==> src/rtl/vram_write_queue_pkg.sv <==
// Shared VRAM geometry, controller FSM states
// and the queued write-entry layout.
package vram_write_queue_pkg;

  localparam int VRAM_AW    = 14;
  localparam int VRAM_DW    = 16;
  localparam int VRAM_WORDS = 16384;

  typedef enum logic [1:0] {
    ST_IDLE  = 2'd0,
    ST_DRAIN = 2'd1,
    ST_CLEAR = 2'd2
  } state_e;

  typedef struct packed {
    logic [VRAM_AW-1:0] addr;
    logic [VRAM_DW-1:0] data;
  } wr_ent_t;

endpackage

==> src/rtl/sync_fifo.sv <==
// Single-clock FIFO with occupancy count;
// push when full and pop when empty are ignored.
module sync_fifo #(
  parameter int W     = 8,
  parameter int DEPTH = 4
) (
  input  logic                     clk,
  input  logic                     resetn,
  input  logic                     push_i,
  input  logic                     pop_i,
  input  logic [W-1:0]             din_i,
  output logic [W-1:0]             dout_o,
  output logic                     full_o,
  output logic                     empty_o,
  output logic [$clog2(DEPTH):0]   count_o
);

  localparam int AW = $clog2(DEPTH);

  logic [W-1:0]  mem_q [DEPTH];
  logic [AW-1:0] rptr_q, rptr_d;
  logic [AW-1:0] wptr_q, wptr_d;
  logic [AW:0]   cnt_q, cnt_d;
  logic          do_push, do_pop;

  assign full_o  = (cnt_q == (AW+1)'(DEPTH));
  assign empty_o = (cnt_q == '0);
  assign count_o = cnt_q;
  assign dout_o  = mem_q[rptr_q];

  assign do_push = push_i && !full_o;
  assign do_pop  = pop_i && !empty_o;

  always_comb begin
    wptr_d = wptr_q;
    rptr_d = rptr_q;
    cnt_d  = cnt_q + (AW+1)'(do_push)
                   - (AW+1)'(do_pop);
    if (do_push) wptr_d = wptr_q + 1'b1;
    if (do_pop)  rptr_d = rptr_q + 1'b1;
  end

  always_ff @(posedge clk) begin
    if (!resetn) begin
      rptr_q <= '0;
      wptr_q <= '0;
      cnt_q  <= '0;
    end else begin
      rptr_q <= rptr_d;
      wptr_q <= wptr_d;
      cnt_q  <= cnt_d;
    end
  end

  always_ff @(posedge clk) begin
    if (do_push) mem_q[wptr_q] <= din_i;
  end

endmodule

==> src/rtl/vram_write_queue.sv <==
// Arbitrates one single-port VRAM between scanout reads,
// queued CPU writes and a full-memory fill.
module vram_write_queue
  import vram_write_queue_pkg::*;
#(
  parameter int DEPTH = 4
) (
  input  logic               clk,
  input  logic               resetn,
  input  logic               wr_valid,
  output logic               wr_ready,
  input  logic [VRAM_AW-1:0] wr_addr,
  input  logic [VRAM_DW-1:0] wr_data,
  input  logic               clr_start,
  input  logic [VRAM_DW-1:0] clr_value,
  output logic               clr_busy,
  input  logic               rd_req,
  input  logic [VRAM_AW-1:0] rd_addr,
  output logic [VRAM_DW-1:0] rd_data,
  output logic [VRAM_AW-1:0] ram_addr,
  output logic [VRAM_DW-1:0] ram_wdata,
  output logic               ram_we,
  input  logic [VRAM_DW-1:0] ram_rdata
);

  localparam int CW = $clog2(DEPTH) + 1;

  state_e             state_q, state_d;
  logic [VRAM_AW-1:0] clr_ptr_q, clr_ptr_d;
  logic [VRAM_DW-1:0] clr_val_q, clr_val_d;

  wr_ent_t            fifo_din, head;
  logic               full, empty;
  logic [CW-1:0]      count, cnt_nxt;
  logic               push, pop, fill;

  assign fifo_din = '{addr: wr_addr, data: wr_data};

  sync_fifo #(
    .W     ($bits(wr_ent_t)),
    .DEPTH (DEPTH)
  ) u_fifo (
    .clk     (clk),
    .resetn  (resetn),
    .push_i  (push),
    .pop_i   (pop),
    .din_i   (fifo_din),
    .dout_o  (head),
    .full_o  (full),
    .empty_o (empty),
    .count_o (count)
  );

  assign wr_ready = !full && (state_q == ST_IDLE);
  assign clr_busy = (state_q != ST_IDLE);
  assign rd_data  = ram_rdata;

  // reads always win, so a same-address write simply waits
  assign push = wr_valid && wr_ready;
  assign fill = !rd_req && (state_q == ST_CLEAR);
  assign pop  = !rd_req && (state_q != ST_CLEAR) && !empty;

  assign cnt_nxt = count + CW'(push) - CW'(pop);

  always_comb begin
    ram_addr  = rd_addr;
    ram_wdata = head.data;
    ram_we    = 1'b0;
    unique case (1'b1)
      rd_req: ram_addr = rd_addr;
      fill: begin
        ram_addr  = clr_ptr_q;
        ram_wdata = clr_val_q;
        ram_we    = 1'b1;
      end
      pop: begin
        ram_addr  = head.addr;
        ram_wdata = head.data;
        ram_we    = 1'b1;
      end
      default: ram_we = 1'b0;
    endcase
  end

  always_comb begin
    state_d   = state_q;
    clr_ptr_d = clr_ptr_q;
    clr_val_d = clr_val_q;
    unique case (state_q)
      ST_IDLE: begin
        if (clr_start) begin
          clr_val_d = clr_value;
          clr_ptr_d = '0;
          state_d   = (cnt_nxt != '0) ? ST_DRAIN
                                      : ST_CLEAR;
        end
      end
      ST_DRAIN: begin
        if (cnt_nxt == '0) state_d = ST_CLEAR;
      end
      ST_CLEAR: begin
        if (fill) begin
          clr_ptr_d = clr_ptr_q + 1'b1;
          if (clr_ptr_q == VRAM_AW'(VRAM_WORDS - 1))
            state_d = ST_IDLE;
        end
      end
      default: state_d = ST_IDLE;
    endcase
  end

  always_ff @(posedge clk) begin
    if (!resetn) begin
      state_q   <= ST_IDLE;
      clr_ptr_q <= '0;
      clr_val_q <= '0;
    end else begin
      state_q   <= state_d;
      clr_ptr_q <= clr_ptr_d;
      clr_val_q <= clr_val_d;
    end
  end

endmodule

==> config.mk <==
export PLATFORM = sky130hd
export DESIGN_NAME = vram_write_queue
export DESIGN_NICKNAME = d
export VERILOG_FILES = /design/src/rtl/vram_write_queue_pkg.sv /design/src/rtl/sync_fifo.sv /design/src/rtl/vram_write_queue.sv
export SDC_FILE = /design/constraint.sdc
export NUM_CORES = 1
export LEC_CHECK = 0
export BUFFER_PORTS_ARGS = -buffer_cell sky130_fd_sc_hd__buf_2
export CORE_ASPECT_RATIO = 0.8
export CORE_UTILIZATION = 35
export CTS_CLUSTER_DIAMETER = 150
export DETAILED_ROUTE_END_ITERATION = 10
export GPL_TIMING_DRIVEN = 1
export MAX_ROUTING_LAYER = met4
export SETUP_SLACK_MARGIN = 0.1
export SLEW_MARGIN = 20
export SYNTH_ARGS = -nofsm -noshare
export SYNTH_HDL_FRONTEND = slang
export SYNTH_SLANG_ARGS = --single-unit
==> constraint.sdc <==
create_clock -name clk -period 2.4 [get_ports clk]
set_input_delay 0.48 -clock clk [delete_from_list [all_inputs] [get_ports clk]]
set_output_delay 0.48 -clock clk [all_outputs]
set_load 0.05 [all_outputs]
==> results by group, run 1 <==
Die
  • Die Area: 20100 sq um
  • Die X: 158 microns
  • Row count: 45
  • I/O pin total: 130
  • Core box area: 19100 sq um
  • Die Span Y: 127 microns
  • Initial Utilization: 0.359

Synthesis
  • Ranking of synthesized cells by area: sky130_fd_sc_hd__edfxtp_1 53%, sky130_fd_sc_hd__dfxtp_1 12%, sky130_fd_sc_hd__mux4_2 9.9%
  • Syn Nets: 589
  • Distinct cell type count of the synthesized netlist: 49
  • Post-synth top flop: sky130_fd_sc_hd__edfxtp_1
  • Syn_area_per_cell: 13.8 sq um
  • Number of instances in the synthesized netlist: 498
  • Top-area cell type share of the netlist area: 0.526
  • Combined area of all synthesized cells: 6850 sq um
  • Fraction of synthesis flops using an asynchronous set or reset pin: 0
  • Number of flip-flops and latches in the synthesized netlist: 161
  • Cell type contributing the most total cell area after synthesis: sky130_fd_sc_hd__edfxtp_1
  • Ys Warns: 0
  • Register area share after synthesis: 0.646
  • Number of enable flip-flop cells after synthesis: 120

Clock network
  • TritonCTS clock tree: built
  • Clock-pin slew on the worst setup and hold paths: 60 ps
  • Cts bufs inserted: 17
  • Maximum level of the CTS H-tree: 4
  • Clock latency on the worst-skew pair: 420 ps
  • Clock net sink count: 161
  • Clock tree buffer depth: 2
  • Clock Tree Root: sky130_fd_sc_hd__clkbuf_16
  • Setup Buffers After CTS: 0
  • Hold-fix buffers, CTS: 0

STA
  • Pins Over Slew Limit: 0
  • Max transition margin: 0.600
  • Maximum clock frequency: 0.408 GHz
  • Final hold violations: 0
  • Min Tclk post-route: 2450 ps
  • Setup WS post-layout: -50.0 ps
  • Slew at the pin closest to its max-slew limit: 585 ps
  • Final setup skew: 13.9 ps
  • Setup violations, final: 3
  • RSZ-0062 raised after global routing: yes
  • Final period util: 1.02
  • Worst hold slack: 275 ps

Layout
  • Layout Nets: 683
  • Filler Cell Count: 1685
  • Area grow syn2layout: 24.8%
  • Fraction of final layout cells with drive strength greater than 1: 0.363
  • Most frequent cells in the layout: 120 x sky130_fd_sc_hd__edfxtp_1, 99 x sky130_fd_sc_hd__nand2_1, 67 x sky130_fd_sc_hd__buf_2, 37 x sky130_fd_sc_hd__dfxtp_1, 30 x sky130_fd_sc_hd__mux4_2
  • Cell Count, Final, Fillers Out: 865
  • Most common cell after layout, fill and taps aside: sky130_fd_sc_hd__edfxtp_1

Global route
  • Vias in the first global route: 4275
  • Total global-route track usage: 0.166
  • Pin count of the biggest net entering global routing: 33
  • Global-route wire length before repair: 23700 microns
  • Antenna violations before repair: 3
  • Final global-route overflow total: 0

Setup path
  • Worst Reg-to-Reg Cells: 9
  • Max stage delay cell, worst path: sky130_fd_sc_hd__mux4_2
  • Req. time, crit path: 1920 ps
  • Startpoint types: flop
  • Buffer and inverter count on the worst path: 2
  • Data arrival, critical path: 1970 ps
  • Largest fanout of any net on the critical path: 7
  • Number of cells on the critical path: 5
  • Start-to-end type of the worst setup path: reg -> out
  • Worst path cell trace: buf_12 -> mux4_2 -> a22oi_2 -> o21ai_2 -> buf_6
  • Family with the most delay on the worst path: multiplexers
  • Critical path's largest stage delay: 520 ps
  • Capturing element type of the critical path: output pin

Status
  • Status: finished, violations left
  • Failing checks: setup timing

Routing
  • Vias after detailed routing: 4240
  • Post-DR wirelength/cell: 17.9 microns
  • First-pass detailed-route iteration total: 4
  • Count of antenna-violating nets left after detailed routing: 0
  • Wire length reported by the detailed router: 15500 microns
  • Via-per-instance ratio: 4.90
  • DRC viols: 0
  • Starting DRT DRC Count: 243

Place
  • Final HPWL DP: 10300 microns
  • Dpl cells: 830
  • GP Congestion: 0.936
  • Number of I/O port buffers: 97

Flow run
  • Max Cap Violations: 0

Power and ir drop
  • Leakage: 3.09 nW
  • Power density cells: 1250 nW/um^2
  • Maximum ir drop on the vdd rail: 0.548 mV
  • Total Power Consumption: 10.7 mW

Hold path
  • Tightest Hold Check Type: in -> reg
  • Cell depth of the worst hold path: 1
-- what timing repair did --
item / 4_1_cts / 5_1_grt
gates resized for setup: 87 / 16
gates cloned: 1 / 0
pin swaps: 1 / 3
endpoints found under the setup margin: 31 / 31
-- worst paths after layout --
| kind | startpoint | endpoint | slack [ps] |
|---|---|---|---|
| setup / recovery | flop | ram_addr[11] | -50 |
| hold / removal | wr_data[12] | u_fifo.mem_q[3][12] | 270 |
| setup reg to reg | state_q[0] | state_q[1] | 260 |
| hold reg to reg | clr_val_q[15] | clr_val_q[15] | 470 |
-- flip-flops by register name (all words and copies together), names as in the netlist, named ones only --
signal          flops
clr_ptr_q          14
clr_val_q          16
state_q             2
u_fifo.count_o      3
u_fifo.mem_q      120
u_fifo.rptr_q       2
u_fifo.wptr_q       2
-- synth_stat cells, types with 2 or more instances --
cell	instances
sky130_fd_sc_hd__buf_2	9
sky130_fd_sc_hd__dfxtp_1	41
sky130_fd_sc_hd__xnor2_1	4
sky130_fd_sc_hd__a21boi_0	18
sky130_fd_sc_hd__nor3_1	2
sky130_fd_sc_hd__a22oi_1	14
sky130_fd_sc_hd__mux2i_1	4
sky130_fd_sc_hd__nand3_1	9
sky130_fd_sc_hd__nand2_1	112
sky130_fd_sc_hd__o21ai_0	5
sky130_fd_sc_hd__or4_1	3
sky130_fd_sc_hd__xor2_1	3
sky130_fd_sc_hd__mux4_2	30
sky130_fd_sc_hd__nand4_1	2
sky130_fd_sc_hd__a41o_1	2
sky130_fd_sc_hd__and2_1	12
sky130_fd_sc_hd__nand2b_1	6
sky130_fd_sc_hd__clkbuf_1	12
sky130_fd_sc_hd__inv_1	11
sky130_fd_sc_hd__a21boi_1	2
sky130_fd_sc_hd__a31oi_1	2
sky130_fd_sc_hd__edfxtp_1	120
sky130_fd_sc_hd__ha_1	8
sky130_fd_sc_hd__o31ai_1	2
sky130_fd_sc_hd__fa_1	2
sky130_fd_sc_hd__buf_4	16
sky130_fd_sc_hd__a21o_1	2
sky130_fd_sc_hd__nor2b_1	3
sky130_fd_sc_hd__nor2_1	13
sky130_fd_sc_hd__a21oi_1	7
sky130_fd_sc_hd__nor3_2	2
sky130_fd_sc_hd__and3_1	3
-- layout make-up --
type                    instances  area, sq um  share of cell area
clock inverters                12          100              0.0117
clock buffers                  19          433              0.0507
flip-flops and latches        161         4430               0.519
well taps                     258          323              0.0378
repair buffers                114          915               0.107
diodes                          3         7.51            0.000878
inverters                      11         41.3             0.00483
multi-input cells             287         2300               0.269
-- worst register-to-register path, stage by stage, from the launching register on --
cell,delay [ps]
sky130_fd_sc_hd__dfxtp_2,380
sky130_fd_sc_hd__nor2b_2,220
sky130_fd_sc_hd__nor3_2,80
sky130_fd_sc_hd__ha_1,270
sky130_fd_sc_hd__inv_1,60
sky130_fd_sc_hd__ha_1,210
sky130_fd_sc_hd__fa_1,380
sky130_fd_sc_hd__xor2_1,200
sky130_fd_sc_hd__nand2_1,70
sky130_fd_sc_hd__o22ai_1,170
-- cells by family (layout without fill, tap and decap cells) --
logic type,Yosys count,after routing,share of synthesized area
mux,34,34,0.104
simple gates,176,176,0.117
buf+inv,50,156,0.0389
flops,161,161,0.646
xor+xnor,7,7,0.00895
other cells,0,3,0
fa+ha+maj,10,10,0.0205
compound gates,60,60,0.0647
-- routing by layer --
layer / up-vias / global-route usage / part of all wire
met2: 97 / 0.257 / 0.49
met5: - / - / 0
met3: 14 / 0.0519 / 0.052
met4: 0 / 0.0498 / 0.013
met1: 2126 / 0.209 / 0.45
li1: 2003 / - / -
-- per-stage QoR --
stage	setup TNS [ps]	area (sq um)	setup WS, ps	utilization
after global routing	-1400	8550	-116	0.448
after detailed placement	0	7640	79.0	0.400
final	-60.1	8550	-50.0	0.448
after floorplan	-154	6860	-78.1	-
after global placement	0	7640	55.5	0.400
after CTS	-507	8490	-73.1	0.445
-- power by group --
part,internal [mW],switching [mW],total [mW]
logic,1.78,2.82,4.61
clock network,1.34,1.10,2.45
registers,3.44,0.183,3.63
total,6.57,4.11,10.7
No activity file was read; power rests on OpenSTA's default activity.
==> run 2, diff against run 1 <==
--- a/config.mk
+++ b/config.mk
@@ -7,7 +7,7 @@
 export LEC_CHECK = 0
 export BUFFER_PORTS_ARGS = -buffer_cell sky130_fd_sc_hd__buf_2
 export CORE_ASPECT_RATIO = 0.8
-export CORE_UTILIZATION = 35
+export CORE_UTILIZATION = 40
 export CTS_CLUSTER_DIAMETER = 150
 export DETAILED_ROUTE_END_ITERATION = 10
 export GPL_TIMING_DRIVEN = 1
==> results by group, run 2 (synthesized netlist as in run 1, its figures left out) <==
Setup path
  • Max stage delay cell, worst path: sky130_fd_sc_hd__mux4_2
  • Capturing element type of the critical path: output pin
  • Startpoint types: flop
  • Req. time, crit path: 1920 ps
  • Critical path's largest stage delay: 550 ps
  • Worst path cell trace: buf_12 -> mux4_2 -> a22oi_2 -> nand2_1 -> buf_6
  • Data arrival, critical path: 1970 ps
  • Start-to-end type of the worst setup path: reg -> out
  • Largest fanout of any net on the critical path: 5

STA
  • Final setup skew: 17.4 ps
  • Maximum clock frequency: 0.408 GHz
  • RSZ-0062 raised after global routing: yes
  • Final hold violations: 0
  • Max transition margin: 0.549
  • Final period util: 1.02
  • Slew at the pin closest to its max-slew limit: 675 ps
  • Min Tclk post-route: 2450 ps
  • Setup WS post-layout: -52.1 ps
  • Pins Over Slew Limit: 0
  • Setup violations, final: 14

Power and ir drop
  • Total Power Consumption: 10.9 mW
  • Power density cells: 1270 nW/um^2
  • Leakage: 3.14 nW
  • Maximum ir drop on the vdd rail: 0.568 mV

Die
  • Die Area: 17700 sq um
  • Die X: 148 microns
  • I/O pin total: 130
  • Initial Utilization: 0.411
  • Row count: 42
  • Die Span Y: 119 microns
  • Core box area: 16700 sq um

Clock network
  • Clock tree buffer depth: 2
  • Hold-fix buffers, CTS: 0
  • Clock latency on the worst-skew pair: 420 ps
  • Clock net sink count: 161
  • Maximum level of the CTS H-tree: 4
  • Clock-pin slew on the worst setup and hold paths: 70 ps
  • Clock Tree Root: sky130_fd_sc_hd__clkbuf_16
  • Cts bufs inserted: 17
  • TritonCTS clock tree: built

Place
  • Final HPWL DP: 10200 microns
  • Instance area at placement: 7580 sq um
  • Number of I/O port buffers: 97
  • Dpl cells: 792
  • GP Congestion: 0.915

Layout
  • Layout Nets: 687
  • Most frequent cells in the layout: 120 x sky130_fd_sc_hd__edfxtp_1, 102 x sky130_fd_sc_hd__nand2_1, 71 x sky130_fd_sc_hd__buf_2, 37 x sky130_fd_sc_hd__dfxtp_1, 30 x sky130_fd_sc_hd__mux4_2
  • Largest register by flop count: u_fifo.mem_q
  • Area of all placed cells without fillers: 8570 sq um
  • Registers with the most flip-flops: u_fifo.mem_q: 120 flops, clr_val_q: 16 flops, clr_ptr_q: 14 flops
  • Fraction of final layout cells with drive strength greater than 1: 0.365
  • Most common cell after layout, fill and taps aside: sky130_fd_sc_hd__edfxtp_1
  • Area grow syn2layout: 25.1%
  • Number of flip-flops under the largest register name: 120
  • Cell Count, Final, Fillers Out: 830

Routing
  • DRC viols: 0
  • First-pass detailed-route iteration total: 5
  • Count of antenna-violating nets left after detailed routing: 0
  • Post-DR wirelength/cell: 18.6 microns
  • Wire length reported by the detailed router: 15400 microns
  • Vias after detailed routing: 4339
  • Via-per-instance ratio: 5.23
  • Starting DRT DRC Count: 399

Global route
  • Total global-route track usage: 0.189
  • Antenna violations before repair: 1
  • Pin count of the biggest net entering global routing: 27
  • Global-route wire length before repair: 24100 microns
  • Final global-route overflow total: 0
  • Vias in the first global route: 4362

Flow run
  • Max Cap Violations: 0

Status
  • Failing checks: setup timing
  • Status: finished, violations left

Hold path
  • Tightest Hold Check Type: in -> reg
-- run 2: cell types whose count changed in the layout (fill, tap and decap cells not counted), moves of 3 or more --
cell,before,now
sky130_fd_sc_hd__inv_6,3,7
sky130_fd_sc_hd__nand2_1,99,102
sky130_fd_sc_hd__nand2_2,13,10
sky130_fd_sc_hd__buf_2,67,71
-- run 2: report_power, final --
group	leakage [nW]	internal (mW)	total, mW	switching (mW)
Clock	0.293	1.50	2.71	1.21
Sequential	1.43	3.44	3.65	0.205
Combinational	1.42	1.75	4.54	2.79
Total	3.14	6.69	10.9	4.20
-- run 2: path summary, 6_finish.rpt --
check             slack, ps  cells past startpoint             endpoint               from
hold reg to reg         470                      2         clr_val_q[1]       clr_val_q[1]
hold / removal          270                      1  u_fifo.mem_q[3][11]        wr_data[11]
setup reg to reg        240                      9           state_q[1]  u_fifo.count_o[1]
setup / recovery        -50                      5          ram_addr[8]               flop
-- run 2: through the flow --
| step | hold WS [ps] | setup slack (ps) | TNS [ps] | utilization |
|---|---|---|---|---|
| 2_1_floorplan | 435 | -78.1 | -154 | - |
| 3_3_place_gp | 441 | 226 | 0 | 0.455 |
| 3_5_place_dp | 457 | 93.7 | 0 | 0.455 |
| 4_1_cts | 253 | -69.4 | -818 | 0.506 |
| 5_1_grt | 250 | -133 | -1740 | 0.514 |
| 6_report | 267 | -52.1 | -276 | 0.514 |
-- run 2: per-layer routing --
| metal | up-vias | share of wire | global-route usage | wire [microns] |
|---|---|---|---|---|
| met5 | - | 0 | - | 0 |
| met4 | 0 | 0.012 | 0.0515 | 191 |
| met3 | 21 | 0.051 | 0.0494 | 786 |
| met2 | 144 | 0.49 | 0.285 | 7520 |
| met1 | 2160 | 0.45 | 0.253 | 6920 |
| li1 | 2014 | - | - | - |
-- run 2: layout make-up --
cell class | instances | area (sq um)
multi-input combinational | 288 | 2290
antenna | 1 | 2.50
sequential | 161 | 4430
tap | 220 | 275
clock inverter | 15 | 176
inverter | 11 | 41.3
timing repair buffer | 117 | 930
clock buffer | 17 | 425
fill | 1398 | 8090
-- run 2: timing repair --
action / CTS / global route
pin swaps: 1 / 3
resized for setup: 62 / 35
setup endpoints to repair: 32 / 32
setup buffers: 2 / 0
gates cloned: 2 / 1
-- run 2: worst max-delay path: cells and delay by family, from the launching register on --
family,cells,cell delay [ps]
AO/OA/AOI/OAI,1,160
multiplexers,1,550
AND/OR/NAND/NOR,1,110
buffers and inverters,2,310
flip-flops,1,420
==> run 3, diff against run 2 <==
--- a/config.mk
+++ b/config.mk
@@ -10,9 +10,11 @@
 export CORE_UTILIZATION = 40
 export CTS_CLUSTER_DIAMETER = 150
 export DETAILED_ROUTE_END_ITERATION = 10
-export GPL_TIMING_DRIVEN = 1
+export GPL_ROUTABILITY_DRIVEN = 1
+export GPL_TIMING_DRIVEN = 0
 export MAX_ROUTING_LAYER = met4
 export SETUP_SLACK_MARGIN = 0.1
+export SKIP_LAST_GASP = 1
 export SLEW_MARGIN = 20
 export SYNTH_ARGS = -nofsm -noshare
 export SYNTH_HDL_FRONTEND = slang
==> results by group, run 3 (synthesized netlist as in run 1, its figures left out) <==
Layout
  • Fraction of the core area covered by cells at the end of the flow: 0.532
  • Largest register by flop count: u_fifo.mem_q
  • Area of all placed cells without fillers: 8860 sq um
  • Registers with the most flip-flops: u_fifo.mem_q: 120 flops, clr_val_q: 16 flops, clr_ptr_q: 14 flops
  • Area used by multi-input combinational logic: 2300 sq um
  • Most common cell after layout, fill and taps aside: sky130_fd_sc_hd__edfxtp_1
  • Number of flip-flops under the largest register name: 120
  • Fraction of final layout cells with drive strength greater than 1: 0.400
  • Storage cell area: 4440 sq um
  • Filler Cell Count: 1410
  • Most frequent cells in the layout: 120 x sky130_fd_sc_hd__edfxtp_1, 103 x sky130_fd_sc_hd__nand2_1, 86 x sky130_fd_sc_hd__buf_2, 46 x sky130_fd_sc_hd__buf_4, 35 x sky130_fd_sc_hd__dfxtp_1
  • Layout Nets: 735
  • Area grow syn2layout: 29.3%

Die
  • Die Area: 17700 sq um
  • Initial Utilization: 0.411
  • Die Span Y: 119 microns
  • Core box area: 16700 sq um
  • Die X: 148 microns
  • I/O pin total: 130
  • Row count: 42

Setup path
  • Worst Reg-to-Reg Cells: 12
  • Reg-to-Reg Start: state_q[0]
  • Setup slack, reg-to-reg: 30 ps
  • Family with the most delay on the worst path: multiplexers
  • Largest fanout of any net on the critical path: 10
  • Start-to-end type of the worst setup path: reg -> out
  • Capturing element type of the critical path: output pin
  • Data arrival, critical path: 1980 ps
  • Worst path cell trace: buf_12 -> mux4_2 -> a22oi_1 -> nand2_1 -> buf_4
  • Critical path's largest stage delay: 560 ps
  • Buffer and inverter count on the worst path: 2
  • End of the worst register-to-register path: state_q[0]
  • Req. time, crit path: 1920 ps
  • Max stage delay cell, worst path: sky130_fd_sc_hd__mux4_2
  • Startpoint types: flop

Global route
  • Final global-route overflow total: 0
  • Pin count of the biggest net entering global routing: 31
  • Antenna violations before repair: 2
  • Total global-route track usage: 0.195
  • Vias in the first global route: 4601
  • Global-route wire length before repair: 24700 microns

Power and ir drop
  • Leakage: 3.35 nW
  • Clk network pwr share: 0.253
  • Switching part of the total: 0.378
  • Relative contribution of combinational cells to total power: 0.424
  • Share of power burned in registers: 0.323
  • Cell Int Power: 6.99 mW
  • Switching power of the nets: 4.26 mW
  • Total Power Consumption: 11.3 mW
  • Maximum ir drop on the vdd rail: 0.578 mV
  • Power density cells: 1270 nW/um^2

Flow run
  • Max Cap Violations: 0

Routing
  • Via-per-instance ratio: 5.11
  • Post-DR wirelength/cell: 18.0 microns
  • Wire length reported by the detailed router: 15800 microns
  • First-pass detailed-route iteration total: 5
  • Starting DRT DRC Count: 302
  • Vias after detailed routing: 4490
  • DRC viols: 0
  • Count of antenna-violating nets left after detailed routing: 0

Hold path
  • Cell depth of the worst hold path: 1
  • Worst hold path endpoint: u_fifo.mem_q[2][22]
  • Min-delay src: wr_addr[6]
  • Tightest Hold Check Type: in -> reg

Clock network
  • Clock Tree Root: sky130_fd_sc_hd__clkbuf_16
  • TritonCTS clock tree: built
  • Cts bufs inserted: 17
  • Clock-pin slew on the worst setup and hold paths: 70 ps
  • Clock tree buffer depth: 2
  • Clock latency on the worst-skew pair: 420 ps
  • Hold-fix buffers, CTS: 0
  • Maximum level of the CTS H-tree: 4
  • Clock net sink count: 161

Status
  • Failing checks: setup timing
  • Status: finished, violations left

Place
  • Final HPWL DP: 11000 microns
  • Instance area at placement: 7690 sq um
  • GP Congestion: 0.913
  • Number of I/O port buffers: 112

STA
  • RSZ-0062 raised after global routing: yes
  • Max transition margin: 0.441
  • Min Tclk post-route: 2460 ps
  • Setup violations, final: 18
  • Post-route setup TNS: -313 ps
  • Pins Over Slew Limit: 0
  • Final period util: 1.03
  • Setup WS post-layout: -63.2 ps
  • Maximum clock frequency: 0.406 GHz
  • Slew at the pin closest to its max-slew limit: 838 ps
  • Final setup skew: 7.96 ps
  • Final hold violations: 0
run 3: per-layer routing:
metal	track usage	vias up	wire length [microns]
met1	0.255	2207	7160
met2	0.303	156	7700
met5	-	-	0
li1	-	2113	-
met3	0.0513	14	819
met4	0.0509	0	144
run 3: how the worst max path moves through the flow:
stage	depth (start not counted)	end	from	slack, ps
finish	5	ram_addr[0]	flop	-60
floorplan	10	state_q[1]	rd_req	-80
CTS	5	ram_addr[0]	flop	-70
detailed placement	10	state_q[1]	rd_req	-460
global route	5	ram_addr[0]	flop	-140
global placement	10	state_q[1]	rd_req	-440
run 3: worst reg2reg max path: cells and delay by family (launching register included):
family / cells / cell delay (ps)
buf+inv: 5 / 620
fa+ha+maj: 3 / 860
flops: 1 / 320
compound gates: 1 / 110
simple gates: 2 / 210
xor+xnor: 1 / 180
run 3: repair_timing:
action | CTS | global route
setup endpoints to repair | 155 | 154
buffers inserted | 9 | 5
gates resized for setup | 104 | 21
endpoints found under the hold margin | 0 | 0
pin swaps | 8 | 4
cloned | 1 | 0
run 3: power by group through the flow:
stage | logic [mW] | registers (mW) | clock network, mW
after floorplan | 2.95 | 3.59 | 0
after global placement | 3.90 | 3.62 | 0
after detailed placement | 3.92 | 3.65 | 0
after CTS | 4.61 | 3.62 | 2.90
after global routing | 5.08 | 3.68 | 3.02
final | 4.77 | 3.64 | 2.85
run 3: stage by stage:
| step | worst slack, ps | instances | hold WS [ps] |
|---|---|---|---|
| 3_3_place_gp | -444 | 830 | 443 |
| 2_1_floorplan | -78.1 | 498 | 435 |
| 5_1_grt | -144 | 879 | 244 |
| 4_1_cts | -68.5 | 872 | 253 |
| 6_report | -63.2 | 879 | 268 |
| 3_5_place_dp | -462 | 830 | 458 |
run 3: area by class of cell:
type,count,share of cell area
inverters,11,0.00466
well taps,220,0.0311
flip-flops and latches,161,0.502
repair buffers,127,0.0964
diodes,2,0.000565
multi-input cells,287,0.260
clock buffers,18,0.0485
clock inverters,14,0.0219
plain buffers,39,0.0359
